**config.mk**
```make
export PLATFORM = sky130hd
export DESIGN_NAME = imem_dmem_arbiter
export DESIGN_NICKNAME = d
export VERILOG_FILES = /design/src/rtl/imem_dmem_arbiter.sv
export SDC_FILE = /design/constraint.sdc
export NUM_CORES = 1
export LEC_CHECK = 0
export ABC_AREA = 1
export ABC_CLOCK_PERIOD_IN_PS = 1800
export BUFFER_PORTS_ARGS = -buffer_cell sky130_fd_sc_hd__buf_2
export CAP_MARGIN = 20
export CORE_ASPECT_RATIO = 0.5
export CORE_MARGIN = 8
export CORE_UTILIZATION = 42
export CTS_BUF_LIST = sky130_fd_sc_hd__clkbuf_16
export DETAILED_ROUTE_END_ITERATION = 16
export PLACE_DENSITY = 0.81
export SLEW_MARGIN = 20
export SYNTH_ARGS = -nofsm -noshare
export SYNTH_HDL_FRONTEND = slang
export SYNTH_SLANG_ARGS = --single-unit
export TNS_END_PERCENT = 100
```
**constraint.sdc**
```tcl
create_clock -name clk -period 1.8 [get_ports clk]
set_input_delay 0.45 -clock clk [delete_from_list [all_inputs] [get_ports clk]]
set_output_delay 0.45 -clock clk [all_outputs]
set_load 0.03 [all_outputs]
```
**src/rtl/imem_dmem_arbiter.sv**
```systemverilog
// imem_dmem_arbiter: shares one single-port memory between instruction fetch
// and the load/store unit. One access per cycle, with combinational grants
// and the response registered one cycle after the grant. Data accesses win,
// except when fetch has been denied for STARVE_LIMIT cycles in a row.
module imem_dmem_arbiter #(
  parameter int AWIDTH       = 32,
  parameter int DWIDTH       = 32,
  parameter int STARVE_LIMIT = 4
) (
  input  logic              clk,
  input  logic              rst,
  // fetch port (read only)
  input  logic              if_req_i,
  input  logic [AWIDTH-1:0] if_addr_i,
  input  logic              if_flush_i,
  output logic              if_gnt_o,
  output logic              if_rvalid_o,
  output logic [DWIDTH-1:0] if_rdata_o,
  // load/store port
  input  logic              d_req_i,
  input  logic              d_we_i,
  input  logic [AWIDTH-1:0] d_addr_i,
  input  logic [DWIDTH-1:0] d_wdata_i,
  output logic              d_gnt_o,
  output logic              d_rvalid_o,
  output logic [DWIDTH-1:0] d_rdata_o,
  // memory side
  output logic [AWIDTH-1:0] mem_addr_o,
  output logic [DWIDTH-1:0] mem_wdata_o,
  output logic              mem_read_en_o,
  output logic              mem_write_en_o,
  input  logic [DWIDTH-1:0] mem_rdata_i
);

  localparam int            CW        = $clog2(STARVE_LIMIT + 1);
  localparam logic [CW-1:0] CNT_LIMIT = CW'(STARVE_LIMIT);

  logic [CW-1:0]     wait_cnt_q, wait_cnt_d;
  logic              if_rv_q, if_rv_d;
  logic              d_rv_q, d_rv_d;
  logic [DWIDTH-1:0] if_rdata_q, if_rdata_d;
  logic [DWIDTH-1:0] d_rdata_q, d_rdata_d;
  logic              if_gnt, d_gnt;

  // Grant selection: flush blocks fetch, starvation override, then data, then fetch.
  always_comb begin
    if_gnt = 1'b0;
    d_gnt  = 1'b0;
    // requests are ignored while reset is held
    if (rst) begin
      if (if_flush_i) begin
        d_gnt = d_req_i;
      end else if ((wait_cnt_q >= CNT_LIMIT) && if_req_i) begin
        if_gnt = 1'b1;
      end else if (d_req_i) begin
        d_gnt = 1'b1;
      end else if (if_req_i) begin
        if_gnt = 1'b1;
      end
    end
  end

  // Starvation counter: counts consecutive denied fetch cycles, saturating at the limit.
  always_comb begin
    wait_cnt_d = wait_cnt_q;
    if (!if_req_i || if_flush_i || if_gnt) begin
      wait_cnt_d = '0;
    end else if (wait_cnt_q != CNT_LIMIT) begin
      wait_cnt_d = wait_cnt_q + CW'(1);
    end
  end

  // Memory drive: route the granted requester; everything is zero when idle.
  always_comb begin
    mem_addr_o     = '0;
    mem_wdata_o    = '0;
    mem_read_en_o  = 1'b0;
    mem_write_en_o = 1'b0;
    if (if_gnt) begin
      mem_addr_o    = if_addr_i;
      mem_read_en_o = 1'b1;
    end else if (d_gnt) begin
      mem_addr_o = d_addr_i;
      if (d_we_i) begin
        mem_write_en_o = 1'b1;
        mem_wdata_o    = d_wdata_i;
      end else begin
        mem_read_en_o = 1'b1;
      end
    end
  end

  // Response capture: valid for one cycle after each grant; data holds otherwise.
  always_comb begin
    if_rv_d    = if_gnt;
    d_rv_d     = d_gnt;
    if_rdata_d = if_rdata_q;
    d_rdata_d  = d_rdata_q;
    if (if_gnt) begin
      if_rdata_d = mem_rdata_i;
    end
    // stores answer with zero data
    if (d_gnt) begin
      d_rdata_d = d_we_i ? '0 : mem_rdata_i;
    end
  end

  // State registers with asynchronous active-low reset.
  always_ff @(posedge clk or negedge rst) begin
    if (!rst) begin
      wait_cnt_q <= '0;
      if_rv_q    <= 1'b0;
      d_rv_q     <= 1'b0;
      if_rdata_q <= '0;
      d_rdata_q  <= '0;
    end else begin
      wait_cnt_q <= wait_cnt_d;
      if_rv_q    <= if_rv_d;
      d_rv_q     <= d_rv_d;
      if_rdata_q <= if_rdata_d;
      d_rdata_q  <= d_rdata_d;
    end
  end

  assign if_gnt_o    = if_gnt;
  assign d_gnt_o     = d_gnt;
  // a flush in the response cycle squashes the fetch response
  assign if_rvalid_o = if_rv_q && !if_flush_i;
  assign if_rdata_o  = if_rdata_q;
  assign d_rvalid_o  = d_rv_q;
  assign d_rdata_o   = d_rdata_q;

endmodule

```
==> impl_metrics.py <==
metrics = {
    "sta": {
        "min_period_over_period_pct": 107,
        "fmax_mhz": 519,
        "hold_violations": 0,
        "setup_violations": 67,
        "worst-slew-pin-transition_ns": 0.388,
        "timing.slew.headroom_pct": 74.1,
        "grt_setup_unrepaired": "yes",
        "fin_skew_ns": 0.00734,
        "worst_slack_ns": -0.128,
        "finalCriticalPeriod_ns": 1.93,
        "slew_viol_final": 0,
    },
    "worst_setup_path": {
        "required_ns": 1.35,
        "arrival_ns": 1.48,
        "worst-path-max-fanout": 10,
        "crit_start": "wait_cnt_q[2]",
        "critPathLaunchType": "flip-flop",
        "worstReg2RegStart": "wait_cnt_q[2]",
        "end_kind": "output port",
        "critPathKind": "flip-flop to output port",
    },
    "logic_synthesis": {
        "ys_ff_latch": 69,
        "yosys_warnings": 0,
        "ys_seq_area_share_pct": 43.8,
        "syn_inst": 541,
        "avgSynthCellArea_um2": 7.29,
        "synth_top_area_share_pct": 43.8,
        "synth.area.top_cells": "dfrtp_1 44%, nand2_1 22%, nand4_1 10%, nand3b_1 6.1%, buf_2 4.7%",
        "ys_types": 20,
        "synth_area_leader_cell": "dfrtp_1",
        "syn-cell-area_um2": 3940,
        "synth_fp_nets": 677,
    },
    "floorplanning": {
        "num_rows": 25,
        "die-area_um2": 12900,
        "dieHeight_um": 84.5,
        "core_area_um2": 9290,
        "die_w_um": 153,
        "io_pins": 268,
        "initial_core_util_pct": 42.4,
    },
    "clock_network": {
        "insertion_delay_ns": 0.33,
        "h-tree-depth": 3,
        "hold_buffers": 0,
        "clkSlewWorstSetupHoldPaths_ns": 0.06,
        "cts_tree": "done",
        "cts.sinks": 69,
        "cts_made_buffers": 9,
        "cts_root_buf": "clkbuf_16",
        "clock_path_buffers": 2,
    },
    "placed_design": {
        "finalWeightedCongestion": 0.863,
        "numPortBuffers": 267,
        "place_hpwl_um": 11100,
        "pre_cts_ws_ns": -0.0239,
        "place_area_um2": 5470,
    },
    "detailed_routing": {
        "drc_errors": 0,
        "viasPerCell": 5.21,
        "postRouteWirelength_um": 16000,
        "drtIter0Drc": 384,
        "wl_per_cell_um": 17.3,
        "ant_nets": 0,
        "vias": 4811,
        "dr.pass1.iters": 5,
    },
    "pwr": {
        "peakVddDrop_v": 0.000591,
        "p_leak_nw": 3.58,
        "finalPower_mw": 5.31,
        "power_density_nw_per_um2": 839,
    },
    "global_route": {
        "grt_max_degree": 81,
        "track_usage_pct": 23.5,
        "grt_first_pass_wirelength_um": 24900,
        "grt-ovfl-total": 0,
        "first_global_vias": 4802,
        "antenna_found_initial": 0,
    },
    "finish": {
        "final_util_pct": 68.2,
        "num_antenna_cells": 0,
        "fillCellCount": 727,
        "nets": 933,
        "drive_gt1_share_pct": 42.8,
        "final_area_um2": 6330,
        "syn_to_final_growth_pct": 60.7,
    },
    "status": {
        "status": "complete, but fails checks",
        "violations": "negative setup slack",
    },
    "worst_hold_path": {
        "hold_class": "primary input to async pin",
    },
    "flow_run": {
        "cap_violations": 0,
    },
}
==> cell usage in the layout (no fill, tap or decap) <==
master and instances:
clkinv_4 1, nand2_1 229, nor2_4 1, dfrtp_1 68, clkinv_2 1, clkinv_1 3
nand2_2 1, buf_2 198, buf_6 53, clkbuf_16 11, xor2_1 1, buf_8 1
nand4_1 64, nand3_2 1, nand3_4 2, inv_1 8, clkinvlp_4 2, buf_4 32
buf_16 1, nor2_2 21, nand2_8 1, nand3b_1 32, buf_12 10, nand3_1 32
bufinv_16 1, dfrtp_2 1, o21ai_0 2, nand2_4 1, ha_1 2, inv_2 3
nor2_1 18
==> synthesized netlist by cell type <==
library cell	count
nand2_1	231
dfrtp_1	69
nand4_1	64
nor2_1	39
buf_2	37
nand3_1	34
nand3b_1	32
inv_1	10
buf_4	6
clkbuf_1	6
buf_6	2
ha_1	2
o21ai_0	2
buf_1	1
clkinv_1	1
inv_2	1
nand2_2	1
nand3_2	1
nor2_2	1
xor2_1	1
==> flip-flops by register name (all words and copies together), names as in the netlist <==
name / flops
if_rdata_o: 32
d_rdata_o: 32
d_rvalid_o: 1
wait_cnt_q: 3
if_rv_q: 1
==> repair_timing <==
action | CTS | global route
cloned | 1 | 2
resized for setup | 147 | 8
endpoints found under the setup margin | 68 | 68
pin swaps | 0 | 3
setup buffers | 3 | 0
==> through the flow <==
stage,TNS (ns),cells,hold slack (ns)
6_report,-6.36,923,0.0971
5_1_grt,-9.96,923,0.104
4_1_cts,-5.11,921,0.0987
3_5_place_dp,-0.295,901,0.434
2_1_floorplan,-0.190,541,0.154
3_3_place_gp,-0.0163,901,0.435
==> logic make-up after synthesis <==
logic type / share of synthesized area, %
adder cells (fa/ha/maj): 0.635
AND/OR/NAND/NOR: 46.9
AO/OA/AOI/OAI: 0.254
flip-flops: 43.8
XOR/XNOR: 0.222
buffers and inverters: 8.22
==> worst max-delay path, cell delays in order, from the launching register on <==
cell	delay, ns
dfrtp_2	0.44
nand3_4	0.14
nand2_4	0.12
clkbuf_16	0.19
nor2_2	0.11
buf_6	0.14
==> final cells by class <==
cell class                 count  area [um^2]  area share [%]
sequential                    69         1730            27.3
multi-input combinational    408         2000            31.5
tap                          121          151            2.39
timing repair buffer         297         2120            33.5
inverter                      12         45.0           0.711
clock buffer                   9          225            3.56
clock inverter                 7         66.3            1.05
==> layer usage <==
layer  global-route usage (%)  share of wire (%)  vias to the layer above
li1                         -                  -                     2284
met1                     25.6                 38                     2221
met2                     42.0                 51                      267
met3                     7.63                8.7                       39
met4                     9.27                2.3                        0
met5                        0                  0                        -
==> where the power goes <==
| group | switching (mW) | internal (mW) | total, mW |
|---|---|---|---|
| clock network | 0.654 | 1.06 | 1.72 |
| logic | 1.13 | 0.579 | 1.71 |
| registers | 0.120 | 1.77 | 1.89 |
==> worst paths after layout <==
path	endpoint	slack [ns]	cells past startpoint
worst max-delay path	mem_wdata_o[25]	-0.13	5
worst min-delay path	if_rdata_o[30]	0.1	2
worst max register to register	d_rdata_o[3]	0.42	6
worst min register to register	if_rdata_o[13]	0.47	2
max in group asynchronous	if_rdata_o[19]	1.03	3
min in group clk	if_rdata_o[8]	0.39	3
(Power assumes the default switching activity.)
